==> src/rtl/exp_set_reg_pkg.sv <==
// Shared types and default exposure limits for the exposure-setting register.
// Holds the FSM state encoding, the button direction encoding and the saturating step helper.
package exp_pkg;

    typedef enum logic [1:0] {
        IDLE   = 2'd0,
        HOLD   = 2'd1,
        REPEAT = 2'd2
    } state_t;

    typedef enum logic [1:0] {
        DIR_NONE = 2'd0,
        DIR_UP   = 2'd1,
        DIR_DOWN = 2'd2
    } dir_t;

    localparam logic [4:0] EXP_MIN_DEF     = 5'd2;
    localparam logic [4:0] EXP_MAX_DEF     = 5'd30;
    localparam logic [4:0] EXP_DEFAULT_DEF = 5'd10;

    // One step in the given direction, pinned to [lo, hi] without wrapping.
    function automatic logic [4:0] sat_step(input logic [4:0] v, input dir_t d,
                                            input logic [4:0] lo, input logic [4:0] hi);
        logic [4:0] r;
        r = v;
        if (d == DIR_UP && v < hi)
            r = v + 5'd1;
        else if (d == DIR_DOWN && v > lo)
            r = v - 5'd1;
        return r;
    endfunction

endpackage

==> src/rtl/exp_set_reg_if.sv <==
// Button/busy/load inputs and countdown-register outputs of the exposure-setting register.
// The slave side is the register itself; the master side is whatever drives the buttons.
interface exp_set_reg_if;
    logic       exp_increase;
    logic       exp_decrease;
    logic       busy;
    logic       load_req;
    logic [4:0] dread_data;
    logic       dset;
    logic       at_max;
    logic       at_min;

    modport slave (
        input  exp_increase, exp_decrease, busy, load_req,
        output dread_data, dset, at_max, at_min
    );

    modport master (
        output exp_increase, exp_decrease, busy, load_req,
        input  dread_data, dset, at_max, at_min
    );
endinterface

==> src/rtl/exp_set_reg_rep_timer.sv <==
// Hold/repeat timer: counts enabled edges from zero and flags when the count reaches limit.
// The owner clears it on every state change and on each terminal count.
module rep_timer #(
    parameter int WIDTH = 3
) (
    input  logic             clk,
    input  logic             reset_n,
    input  logic             clr,
    input  logic             en,
    input  logic [WIDTH-1:0] limit,
    output logic             tc
);

    logic [WIDTH-1:0] count;

    always_ff @(posedge clk or negedge reset_n) begin
        if (!reset_n)
            count <= '0;
        else if (clr)
            count <= '0;
        else if (en)
            count <= count + WIDTH'(1);
    end

    assign tc = (count == limit);

endmodule

==> src/rtl/exp_set_reg.sv <==
// Exposure-setting register: button-driven saturating up/down value with hold-to-repeat,
// plus a one-clock load strobe that transfers the value to the countdown register.
//
//   state  | meaning
//   IDLE   | no direction held (or just interrupted); next active edge is a first press
//   HOLD   | first step taken, waiting out the initial repeat delay
//   REPEAT | auto-repeat running, one step per repeat period
module exp_set_reg import exp_pkg::*; #(
    parameter logic [4:0] EXP_MIN      = EXP_MIN_DEF,
    parameter logic [4:0] EXP_MAX      = EXP_MAX_DEF,
    parameter logic [4:0] EXP_DEFAULT  = EXP_DEFAULT_DEF,
    parameter int         REPEAT_DELAY = 8,
    parameter int         REPEAT_RATE  = 4
) (
    input  logic        clk,
    input  logic        reset_n,
    exp_set_reg_if.slave bus
);

    localparam int T_MAX = (REPEAT_DELAY > REPEAT_RATE) ? REPEAT_DELAY : REPEAT_RATE;
    localparam int TW    = (T_MAX > 1) ? $clog2(T_MAX) : 1;
    localparam logic [TW-1:0] LIM_DELAY = TW'(REPEAT_DELAY - 1);
    localparam logic [TW-1:0] LIM_RATE  = TW'(REPEAT_RATE - 1);

    state_t        state, state_nxt;
    dir_t          dir, prev_dir, pend_dir;
    logic [4:0]    value;
    logic          dset_r, load_prev, pend;
    logic          step, tmr_clr, tmr_en, tmr_tc, load_rise, held;
    logic [TW-1:0] tmr_limit;

    always_comb begin
        dir = DIR_NONE;
        if (bus.exp_increase && !bus.exp_decrease)
            dir = DIR_UP;
        else if (bus.exp_decrease && !bus.exp_increase)
            dir = DIR_DOWN;
    end

    assign held      = (dir != DIR_NONE) && (dir == prev_dir);
    assign load_rise = bus.load_req && !load_prev;
    assign tmr_limit = (state == HOLD) ? LIM_DELAY : LIM_RATE;

    rep_timer #(.WIDTH(TW)) u_rep_timer (
        .clk     (clk),
        .reset_n (reset_n),
        .clr     (tmr_clr),
        .en      (tmr_en),
        .limit   (tmr_limit),
        .tc      (tmr_tc)
    );

    always_comb begin
        state_nxt = state;
        step      = 1'b0;
        tmr_clr   = 1'b0;
        tmr_en    = 1'b0;
        if (bus.busy) begin
            state_nxt = IDLE;
            tmr_clr   = 1'b1;
        end else begin
            case (state)
                IDLE: begin
                    tmr_clr = 1'b1;
                    if (dir != DIR_NONE) begin
                        step      = 1'b1;
                        state_nxt = HOLD;
                    end
                end
                HOLD, REPEAT: begin
                    if (!held) begin
                        state_nxt = IDLE;
                        tmr_clr   = 1'b1;
                    end else if (tmr_tc) begin
                        step      = 1'b1;
                        state_nxt = REPEAT;
                        tmr_clr   = 1'b1;
                    end else begin
                        tmr_en = 1'b1;
                    end
                end
                default: begin
                    state_nxt = IDLE;
                    tmr_clr   = 1'b1;
                end
            endcase
        end
    end

    always_ff @(posedge clk or negedge reset_n) begin
        if (!reset_n) begin
            state     <= IDLE;
            prev_dir  <= DIR_NONE;
            load_prev <= 1'b0;
            dset_r    <= 1'b0;
        end else begin
            state     <= state_nxt;
            prev_dir  <= dir;
            load_prev <= bus.load_req;
            dset_r    <= load_rise;
        end
    end

    // A step landing on the strobe edge is parked so the value is stable while dset is high.
    always_ff @(posedge clk or negedge reset_n) begin
        if (!reset_n) begin
            value    <= EXP_DEFAULT;
            pend     <= 1'b0;
            pend_dir <= DIR_NONE;
        end else if (bus.busy) begin
            pend <= 1'b0;
        end else if (load_rise) begin
            pend     <= step;
            pend_dir <= dir;
        end else begin
            pend <= 1'b0;
            if (step)
                value <= sat_step(value, dir, EXP_MIN, EXP_MAX);
            else if (pend)
                value <= sat_step(value, pend_dir, EXP_MIN, EXP_MAX);
        end
    end

    assign bus.dread_data = value;
    assign bus.dset       = dset_r;
    assign bus.at_max     = (value == EXP_MAX);
    assign bus.at_min     = (value == EXP_MIN);

endmodule

==> src/flat_wrapper.sv <==
// flat-port wrapper written by rule: the top's interface ports become plain ports
module exp_set_reg_flat import exp_pkg::*;
#(
    parameter logic [4:0] EXP_MIN      = EXP_MIN_DEF,
    parameter logic [4:0] EXP_MAX      = EXP_MAX_DEF,
    parameter logic [4:0] EXP_DEFAULT  = EXP_DEFAULT_DEF,
    parameter int         REPEAT_DELAY = 8,
    parameter int         REPEAT_RATE  = 4
)
  (clk, reset_n, bus_exp_increase, bus_exp_decrease, bus_busy, bus_load_req, bus_dread_data, bus_dset, bus_at_max, bus_at_min);
  exp_set_reg_if bus_i ();
  input  logic clk;
  input  logic reset_n;
  input wire logic [$bits(bus_i.exp_increase)-1:0] bus_exp_increase;
  input wire logic [$bits(bus_i.exp_decrease)-1:0] bus_exp_decrease;
  input wire logic [$bits(bus_i.busy)-1:0] bus_busy;
  input wire logic [$bits(bus_i.load_req)-1:0] bus_load_req;
  output wire logic [$bits(bus_i.dread_data)-1:0] bus_dread_data;
  output wire logic [$bits(bus_i.dset)-1:0] bus_dset;
  output wire logic [$bits(bus_i.at_max)-1:0] bus_at_max;
  output wire logic [$bits(bus_i.at_min)-1:0] bus_at_min;
  assign bus_i.exp_increase = bus_exp_increase;
  assign bus_i.exp_decrease = bus_exp_decrease;
  assign bus_i.busy = bus_busy;
  assign bus_i.load_req = bus_load_req;
  assign bus_dread_data = bus_i.dread_data;
  assign bus_dset = bus_i.dset;
  assign bus_at_max = bus_i.at_max;
  assign bus_at_min = bus_i.at_min;
  exp_set_reg #(.EXP_MIN(EXP_MIN), .EXP_MAX(EXP_MAX), .EXP_DEFAULT(EXP_DEFAULT), .REPEAT_DELAY(REPEAT_DELAY), .REPEAT_RATE(REPEAT_RATE)) u_core (.clk(clk), .reset_n(reset_n), .bus(bus_i));
endmodule
==> config.mk <==
export PLATFORM = sky130hd
export DESIGN_NAME = exp_set_reg_flat
export DESIGN_NICKNAME = d
export VERILOG_FILES = /design/src/rtl/exp_set_reg_pkg.sv /design/src/rtl/exp_set_reg_if.sv /design/src/rtl/exp_set_reg_rep_timer.sv /design/src/rtl/exp_set_reg.sv /design/src/flat_wrapper.sv
export SDC_FILE = /design/constraint.sdc
export NUM_CORES = 1
export LEC_CHECK = 0
export CAP_MARGIN = 10
export CORE_MARGIN = 4
export CORE_UTILIZATION = 45
export CTS_BUF_LIST = sky130_fd_sc_hd__clkbuf_2
export DETAILED_ROUTE_END_ITERATION = 6
export PLACE_DENSITY = 0.73
export RECOVER_POWER = 100
export SYNTH_ARGS = -nofsm -noshare
export SYNTH_HDL_FRONTEND = slang
export SYNTH_SLANG_ARGS = --single-unit
==> constraint.sdc <==
create_clock -name clk -period 2.4 [get_ports clk]
set_input_delay 0.48 -clock clk [delete_from_list [all_inputs] [get_ports clk]]
set_output_delay 0.48 -clock clk [all_outputs]
set_load 0.02 [all_outputs]
==> impl_summary.txt, run 1 <==
----------------------------------------------------
[Outcome]
  Result of the run ... complete, no violations

[Yosys]
  Yosys warnings ... 0
  Main combinational cell family by area after synthesis ... simple AND/OR/NAND/NOR gates
  Arithmetic-cell share of the synthesized area counting full adders, half adders and majority gates ... 12.00%
  Top FF cell, synth ... sky130_fd_sc_hd__dfrtp_1
  Synth area leaders ... sky130_fd_sc_hd__dfrtp_1 (33%), sky130_fd_sc_hd__ha_1 (12%), sky130_fd_sc_hd__dfstp_2 (4.6%)
  Mux contribution to synthesized area ... 7.852%
  Cells after synthesis ... 113
  Mapped Area ... 1147 sq um
  Share of the synthesized area in the top cell type ... 32.72%
  Average cell area after synthesis ... 10.15 sq um
  Simple-gate share of the synthesized area ... 17.56%
  Number of library cell types mapped by synthesis ... 39
  Number of flops mapped to enable cells by yosys ... 0
  Share of the yosys chip area belonging to registers ... 37.30%
  Xor and xnor area share after synthesis ... 6.761%
  Leading area contributor after synthesis ... sky130_fd_sc_hd__dfrtp_1
  Asr flop ratio synth ... 100.0%
  Number of storage elements in the synthesis netlist ... 17
  Number of nets produced by synthesis ... 130
  Fraction of the mapped netlist area in compound gates ... 14.94%

[Layout]
  Post-synthesis to final-layout area growth ... 29.44%
  Leading cell types in the layout, fill and taps excluded ... sky130_fd_sc_hd__buf_4 (16), sky130_fd_sc_hd__dfrtp_1 (13), sky130_fd_sc_hd__ha_1 (11)
  Net count of the finished layout ... 168
  Ant diodes ... 0
  Fraction of layout instances using a drive strength above 1 ... 28.00%
  Post-layout instance area ... 1485 sq um
  Filler cell count in the final layout ... 207
  Area of all sequential standard cells ... 430.4 sq um
  Combined area of the multi-input logic cells ... 686.9 sq um
  Most frequent standard cell in the layout excluding fill and tap cells ... sky130_fd_sc_hd__buf_4
  Finished Layout Cells ... 180

[Setup path]
  Worst path required time ... 1.92 ns
  Crit end category ... primary output
  Buffers & Inverters on Critical Path ... 1
  Kind of cell adding the most delay to the critical path ... flip-flops
  Crit-path max FO ... 8
  Critical path launch point type ... register
  Flop-to-flop setup slack ... 0.16 ns
  Arrival time worst endpoint ... 1.76 ns
  Critical path start-end classification ... reg -> out
  Cell-by-cell trace of the critical path ... nand4_2 > nor2_1 > dlygate4sd2_1
  Cell at the slowest stage of the critical path ... sky130_fd_sc_hd__dfstp_1
  Worst path max stage delay ... 0.70 ns

[Power and ir drop]
  Power density over cell area ... 734.4 nW/um^2
  Power consumption ... 1091 uW
  Largest vdd supply drop ... 0.0005079 V
  Leakage component of the power ... 0.0007065 uW

[Floorplanning]
  Placement row count ... 18
  Width of the chip ... 58.50 microns
  Core area ... 2455 sq um
  Initial standard-cell utilization of the core ... 46.74%
  Die Y ... 58.50 microns
  Die Area ... 3422 sq um
  Number of top-level pins ... 14

[Global routing]
  Highest-utilization routing layer at the global route stage ... met2
  Routing usage on met2 ... 28.55%
  Maximum number of pins on one net before global-route repair ... 18
  Number of global-route vias before repair ... 998
  Global-route wire length before repair ... 4.257 mm
  Global-route usage over all layers ... 16.30%
  Fraction of met1 tracks used by global routing ... 18.63%
  Total congestion overflow after global routing ... 0
  Initial antenna violation count ... 0
  Global Route met3 Usage ... 2.193%

[Worst hold path]
  Type of the most critical hold path ... reg -> reg

[Clocking]
  CTS Root Cell ... sky130_fd_sc_hd__clkbuf_2
  Bufs on Longest Clock Path ... 2
  Clock Sink Count ... 17
  Number of CTS-inserted buffers ... 3
  TritonCTS clock tree ... yes
  Clock transition at the registers of the reported paths ... 0.20 ns
  Clock latency on the worst-skew pair ... 0.32 ns
  Count of hold-fix buffers inserted at cts ... 0
  Number of H-tree levels ... 1

[Timing]
  Endpoints failing setup ... 0
  Final Max Slew Viols ... 0
  Upper clock frequency limit ... 0.4471 GHz
  Final critical-path share of the clock period ... 93.20%
  Max-slew headroom at the worst pin ... 48.53%
  Min Clock Period, post-route ... 2.237 ns
  Max Clock Skew ... 0.01867 ns
  RSZ-0062 raised after global routing ... false
  Slew @ Worst Pin ... 0.7695 ns
  Final hold violations ... 0
  Setup_tns ... 0 ns
  Setup slack after layout ... 0.1633 ns

[Routing]
  DRC ... 0
  Number of routed nets with antenna violations ... 0
  Via total after detailed routing ... 942
  Post-detailed-route wirelength per cell ... 13.37 microns
  Via-per-instance ratio ... 5.233
  Router iterations before antenna repair ... 4
  DRT iter0 DRCs ... 15
  DRT Wirelength ... 2.406 mm

[Run]
  Reported max-cap violation count ... 0

[Placed design]
  Area after detailed placement ... 1435 sq um
  Placer Congestion ... 0.8078
  Number of cells after detailed placement ... 172
  Post-DP HPWL ... 1.844 mm
  Number of input and output port buffers inserted ... 13
  DP Worst Slack ... -0.3758 ns

----------------------------------------------------
[worst paths after layout]
| check | endpoint | depth (start not counted) | start |
|---|---|---|---|
| max | bus_at_max | 3 | u_core.bus.dread_data[3] |
| max in group asynchronous | u_core.bus.dread_data[2] | 1 | reset_n |
| min in group asynchronous | u_core.bus.dread_data[4] | 1 | reset_n |
| max reg2reg | u_core.bus.dread_data[2] | 7 | u_core.state[0] |
| min reg2reg | u_core.u_rep_timer.count[0] | 1 | u_core.u_rep_timer.count[0] |
| min | u_core.u_rep_timer.count[0] | 1 | u_core.u_rep_timer.count[0] |
[logic make-up (layout without fill, tap and decap cells)]
kind of cell | Yosys count | after routing
AND/OR/NAND/NOR | 36 | 36
buffers and inverters | 10 | 47
AO/OA/AOI/OAI | 23 | 23
multiplexers | 8 | 8
adder cells (fa/ha/maj) | 11 | 11
XOR/XNOR | 8 | 8
flip-flops | 17 | 17
[per-stage QoR]
| stage | hold WS [ns] | util [%] |
|---|---|---|
| CTS | 0.4412 | 60.40 |
| finish | 0.4396 | 60.50 |
| global placement | 0.4147 | 58.46 |
| global route | 0.4788 | 60.50 |
| detailed placement | 0.4186 | 58.46 |
| floorplan | 0.1844 | - |
[flip-flops by register name (all words and copies together) (netlist names)]
signal and count:
u_core.load_prev 1, u_core.bus.dset 1, u_core.bus.dread_data 5, u_core.pend 1, u_core.u_rep_timer.count 3, u_core.pend_dir 2, u_core.prev_dir 2, u_core.state 2
[worst reg2reg max path, cell delays in order, from the launching register on]
cell and delay [ns]:
sky130_fd_sc_hd__dfrtp_1 0.46, sky130_fd_sc_hd__ha_1 0.27, sky130_fd_sc_hd__xnor2_2 0.25, sky130_fd_sc_hd__and4_4 0.27
sky130_fd_sc_hd__o22ai_2 0.10, sky130_fd_sc_hd__or3b_1 0.40, sky130_fd_sc_hd__a211oi_2 0.25, sky130_fd_sc_hd__xor2_1 0.17
[routing by layer]
| layer | up-vias | share of wire, % | routed length (microns) |
|---|---|---|---|
| li1 | 477 | - | - |
| met3 | 4 | 3.5 | 85 |
| met4 | 0 | 1.8 | 43 |
| met5 | - | 0 | 0 |
| met2 | 13 | 51 | 1216 |
| met1 | 448 | 44 | 1061 |
[report_power, final]
group / switching, uW / internal [uW]
sequential: 77.3 / 349
combinational: 271 / 251
clock: 104 / 38.8
[Yosys cell counts (4+ instances only)]
cell type and number:
sky130_fd_sc_hd__nor2b_1 4, sky130_fd_sc_hd__nor2_1 9, sky130_fd_sc_hd__mux2_2 4, sky130_fd_sc_hd__ha_1 11, sky130_fd_sc_hd__dfrtp_1 15, sky130_fd_sc_hd__xnor2_1 4
sky130_fd_sc_hd__o21ai_0 4, sky130_fd_sc_hd__inv_1 9, sky130_fd_sc_hd__a21oi_1 4
[what timing repair did]
| action | in CTS | in global routing |
|---|---|---|
| endpoints found under the setup margin | 4 | 2 |
| gates resized for setup | 6 | 4 |
| buffers inserted | 2 | 2 |
| pin swaps | 6 | 0 |
[layout make-up]
type / count / area share (%)
Multi-Input combinational cell: 86 / 46.25
Sequential cell: 17 / 28.98
Timing Repair Buffer: 34 / 18.45
Tap cell: 30 / 2.527
Inverter: 9 / 2.275
Clock buffer: 3 / 1.011
Clock inverter: 1 / 0.5055
(Power assumes the default switching activity.)
==> run 2, diff against run 1 <==
--- a/config.mk
+++ b/config.mk
@@ -6,7 +6,6 @@
 export NUM_CORES = 1
 export LEC_CHECK = 0
 export CAP_MARGIN = 10
-export CORE_MARGIN = 4
 export CORE_UTILIZATION = 45
 export CTS_BUF_LIST = sky130_fd_sc_hd__clkbuf_2
 export DETAILED_ROUTE_END_ITERATION = 6
@@ -14,4 +13,5 @@
 export RECOVER_POWER = 100
 export SYNTH_ARGS = -nofsm -noshare
 export SYNTH_HDL_FRONTEND = slang
+export SYNTH_HIERARCHICAL = 1
 export SYNTH_SLANG_ARGS = --single-unit
==> impl_summary.txt, run 2 <==
----------------------------------------------------
[Setup path]
  Count of cells along the worst register-to-register path ... 10 (was 7)
  Worst flop-to-flop path startpoint ... u_core/state[1] (was u_core.state[0])
  Cell at the slowest stage of the critical path ... sky130_fd_sc_hd__or4b_4 (was sky130_fd_sc_hd__dfstp_1)
  Worst setup path startpoint ... bus_exp_increase (was u_core.bus.dread_data[3])
  Worst path required time ... 2.64 ns (was 1.92 ns)
  Cell-by-cell trace of the critical path ... clkdlybuf4s50_1 > inv_1 > ha_4 > or4b_4 > nand3_1 > o2111ai_2 > a31o_1 > xnor2_1 (was nand4_2 > nor2_1 > dlygate4sd2_1)
  Worst path max stage delay ... 0.56 ns (was 0.70 ns)
  Arrival time worst endpoint ... 2.59 ns (was 1.76 ns)
  Critical path start-end classification ... in -> reg (was reg -> out)
  Crit end category ... register (was primary output)
  Crit-path max FO ... 5 (was 8)
  Flop-to-flop setup slack ... 0.05 ns (was 0.16 ns)
  Critical path launch point type ... input pin (was register)

[Layout]
  Net count of the finished layout ... 166 (was 168)
  Fraction of layout instances using a drive strength above 1 ... 29.05% (was 28.00%)
  Largest register FFs ... 5 (unchanged)
  Post-synthesis to final-layout area growth ... 34.45% (was 29.44%)
  Post-layout utilization of the core ... 66.30% (was 60.50%)
  Leading cell types in the layout, fill and taps excluded ... sky130_fd_sc_hd__buf_4 (19), sky130_fd_sc_hd__dfrtp_1 (15), sky130_fd_sc_hd__nor2_1 (9), sky130_fd_sc_hd__ha_1 (9) (was sky130_fd_sc_hd__buf_4 (16), sky130_fd_sc_hd__dfrtp_1 (13), sky130_fd_sc_hd__ha_1 (11))
  Ant diodes ... 0 (unchanged)
  Most frequent standard cell in the layout excluding fill and tap cells ... sky130_fd_sc_hd__buf_4 (unchanged)

[Timing]
  Max Clock Skew ... 0.02065 ns (was 0.01867 ns)
  Final critical-path share of the clock period ... 97.97% (was 93.20%)
  Final hold violations ... 0 (unchanged)
  Upper clock frequency limit ... 0.4253 GHz (was 0.4471 GHz)
  Slew @ Worst Pin ... 0.9400 ns (was 0.7695 ns)
  Final Max Slew Viols ... 0 (unchanged)
  RSZ-0062 raised after global routing ... true (was false)
  Endpoints failing setup ... 0 (unchanged)
  Max-slew headroom at the worst pin ... 37.33% (was 48.53%)
  Min Clock Period, post-route ... 2.351 ns (was 2.237 ns)

[Floorplanning]
  Core area ... 2276 sq um (was 2455 sq um)
  Number of top-level pins ... 14 (unchanged)
  Die Y ... 51.94 microns (was 58.50 microns)
  Placement row count ... 17 (was 18)
  Width of the chip ... 51.94 microns (was 58.50 microns)
  Initial standard-cell utilization of the core ... 49.31% (was 46.74%)
  Die Area ... 2698 sq um (was 3422 sq um)

[Yosys]
  Share of the synthesized area in the top cell type ... 33.44% (was 32.72%)
  Number of library cell types mapped by synthesis ... 40 (was 39)
  Yosys warnings ... 6 (was 0)
  Number of storage elements in the synthesis netlist ... 17 (unchanged)
  Mapped Area ... 1122 sq um (was 1147 sq um)
  Average cell area after synthesis ... 10.20 sq um (was 10.15 sq um)
  Main combinational cell family by area after synthesis ... simple AND/OR/NAND/NOR gates (unchanged)
  Simple-gate share of the synthesized area ... 23.41% (was 17.56%)
  Fraction of the mapped netlist area in compound gates ... 11.71% (was 14.94%)
  Cells after synthesis ... 110 (was 113)
  Asr flop ratio synth ... 100.0% (unchanged)
  Number of flops mapped to enable cells by yosys ... 0 (unchanged)
  Arithmetic-cell share of the synthesized area counting full adders, half adders and majority gates ... 12.26% (was 12.00%)
  Synth top cells by count ... sky130_fd_sc_hd__dfrtp_1 (15), sky130_fd_sc_hd__ha_1 (11), sky130_fd_sc_hd__nor2_1 (10) (was sky130_fd_sc_hd__dfrtp_1 (15), sky130_fd_sc_hd__ha_1 (11), sky130_fd_sc_hd__inv_1 (9), sky130_fd_sc_hd__nor2_1 (9))
  Xor and xnor area share after synthesis ... 7.804% (was 6.761%)
  Share of the yosys chip area belonging to registers ... 38.13% (was 37.30%)
  Most used standard cell by instance count after synthesis ... sky130_fd_sc_hd__dfrtp_1 (unchanged)
  Synth area leaders ... sky130_fd_sc_hd__dfrtp_1 (33%), sky130_fd_sc_hd__ha_1 (12%), sky130_fd_sc_hd__dfstp_2 (4.7%) (was sky130_fd_sc_hd__dfrtp_1 (33%), sky130_fd_sc_hd__ha_1 (12%), sky130_fd_sc_hd__dfstp_2 (4.6%))
  Leading area contributor after synthesis ... sky130_fd_sc_hd__dfrtp_1 (unchanged)
  Mux contribution to synthesized area ... 2.899% (was 7.852%)
  Top FF cell, synth ... sky130_fd_sc_hd__dfrtp_1 (unchanged)

[Routing]
  DRT iter0 DRCs ... 11 (was 15)
  Sum of met2 wire segment lengths after detailed routing ... 1.303 mm (was 1.216 mm)
  DR WL met3 ... 82 microns (was 85 microns)
  Number of routed nets with antenna violations ... 0 (unchanged)
  DRT Wirelength ... 2.523 mm (was 2.406 mm)
  DRC ... 0 (unchanged)
  Router iterations before antenna repair ... 4 (unchanged)
  Post-detailed-route wirelength per cell ... 14.34 microns (was 13.37 microns)
  Via-per-instance ratio ... 5.426 (was 5.233)
  Wire length on met1 ... 1.063 mm (was 1.061 mm)
  Highest signal layer in the routed design ... met4 (unchanged)
  Via total after detailed routing ... 955 (was 942)

[Clocking]
  TritonCTS clock tree ... yes (unchanged)
  Number of CTS-inserted buffers ... 3 (unchanged)
  Bufs on Longest Clock Path ... 2 (unchanged)
  Clock latency on the worst-skew pair ... 0.32 ns (about the same)
  Number of H-tree levels ... 1 (unchanged)
  CTS Root Cell ... sky130_fd_sc_hd__clkbuf_2 (unchanged)
  Clock Sink Count ... 17 (unchanged)
  Count of hold-fix buffers inserted at cts ... 0 (unchanged)
  Clock transition at the registers of the reported paths ... 0.15 ns (was 0.20 ns)

[Power and ir drop]
  Leakage component of the power ... 0.0007209 uW (was 0.0007065 uW)
  Power consumption ... 1037 uW (was 1091 uW)
  Power density over cell area ... 687.3 nW/um^2 (was 734.4 nW/um^2)
  Largest vdd supply drop ... 0.0005179 V (was 0.0005079 V)

[Global routing]
  Global-route wire length before repair ... 4.257 mm (unchanged)
  Maximum number of pins on one net before global-route repair ... 18 (unchanged)
  Total congestion overflow after global routing ... 0 (unchanged)
  Initial antenna violation count ... 0 (unchanged)
  Global-route usage over all layers ... 22.16% (was 16.30%)
  Number of global-route vias before repair ... 985 (was 998)

[Run]
  Reported max-cap violation count ... 0 (unchanged)

[Placed design]
  Number of input and output port buffers inserted ... 13 (unchanged)
  Post-DP HPWL ... 1.802 mm (was 1.844 mm)
  Placer Congestion ... 0.8589 (was 0.8078)

[Worst hold path]
  Hold Path Stages ... 1 (unchanged)
  Hold_sp ... u_core/bus.dread_data[3] (was u_core.u_rep_timer.count[0])
  Type of the most critical hold path ... reg -> reg (unchanged)

[Outcome]
  Result of the run ... complete, no violations (unchanged)

----------------------------------------------------
==> run 2: changes by cell type after synthesis, moves of 2 or more <==
cell and delta:
sky130_fd_sc_hd__nand2b_1 -2, sky130_fd_sc_hd__nor2b_1 -2, sky130_fd_sc_hd__o21ai_1 -2, sky130_fd_sc_hd__nand4b_1 +2
sky130_fd_sc_hd__a21boi_0 -2, sky130_fd_sc_hd__nand2_1 +3, sky130_fd_sc_hd__mux2_2 -2, sky130_fd_sc_hd__nand3b_1 +4
sky130_fd_sc_hd__mux2i_1 -2, sky130_fd_sc_hd__xor2_1 +3, sky130_fd_sc_hd__a211oi_2 -3
==> run 2: area by class of cell <==
cell class / count / area [sq um]
fillers: 175 / 767.0
multi-input cells: 84 / 704.4
flip-flops and latches: 17 / 427.9
repair buffers: 34 / 287.8
well taps: 28 / 35.03
inverters: 9 / 33.78
clock buffers: 3 / 15.01
clock inverters: 1 / 5.005
==> run 2: worst paths after layout <==
check	end
min in group asynchronous	u_core/bus.dread_data[4]
max in group asynchronous	u_core/prev_dir[0]
worst min-delay path	u_core/bus.dread_data[3]
worst max-delay path	u_core/bus.dread_data[3]
worst max register to register	u_core/bus.dread_data[3]
worst min register to register	u_core/bus.dread_data[3]
==> run 2: through the flow <==
stage / instance area [sq um] / TNS [ns] / cells / setup WS (ns) / hold slack, ns
after floorplan: 1126 / 0 / 111 / 0.2052 / 0.1844
after global placement: 1406 / -1.413 / 167 / -0.3053 / 0.5139
after detailed placement: 1406 / -1.703 / 167 / -0.3751 / 0.5199
after CTS: 1440 / 0 / 171 / 0.001549 / 0.4580
after global routing: 1509 / -0.2000 / 176 / -0.1050 / 0.5618
final: 1509 / 0 / 176 / 0.04863 / 0.5357
==> run 2: cell families after synthesis <==
logic type               after synthesis
adder cells (fa/ha/maj)               11
XOR/XNOR                              10
buffers and inverters                 10
flip-flops                            17
other                                  1
multiplexers                           3
AND/OR/NAND/NOR                       42
AO/OA/AOI/OAI                         16
==> run 2: where the power goes <==
part / total (uW) / internal (uW) / switching [uW]
Sequential: 441 / 350 / 91.6
Combinational: 463 / 234 / 229
Clock: 133 / 37.7 / 95.0
==> run 2: timing repair <==
item | in CTS | in global routing
pin swaps | 0 | 9
buffers inserted | 0 | 5
resized for setup | 3 | 10
endpoints found under the setup margin | 3 | 6
endpoints found under the hold margin | 0 | 0
cloned | 0 | 0
==> run 2: metal layers <==
metal / vias to the layer above / track usage, %
met2: 28 / 37.61
met3: 10 / 3.509
li1: 466 / -
met4: 0 / 14.86
met1: 451 / 25.27
met5: - / 0
==> run 2: worst max-delay path, delay by kind of cell <==
family | cells | cell delay (ns)
and+or+nand+nor | 2 | 0.68
AOI/OAI and AO/OA | 2 | 0.46
xor gates and xnor gates | 1 | 0.14
buffers and inverters | 2 | 0.56
adders and majority gates | 1 | 0.27
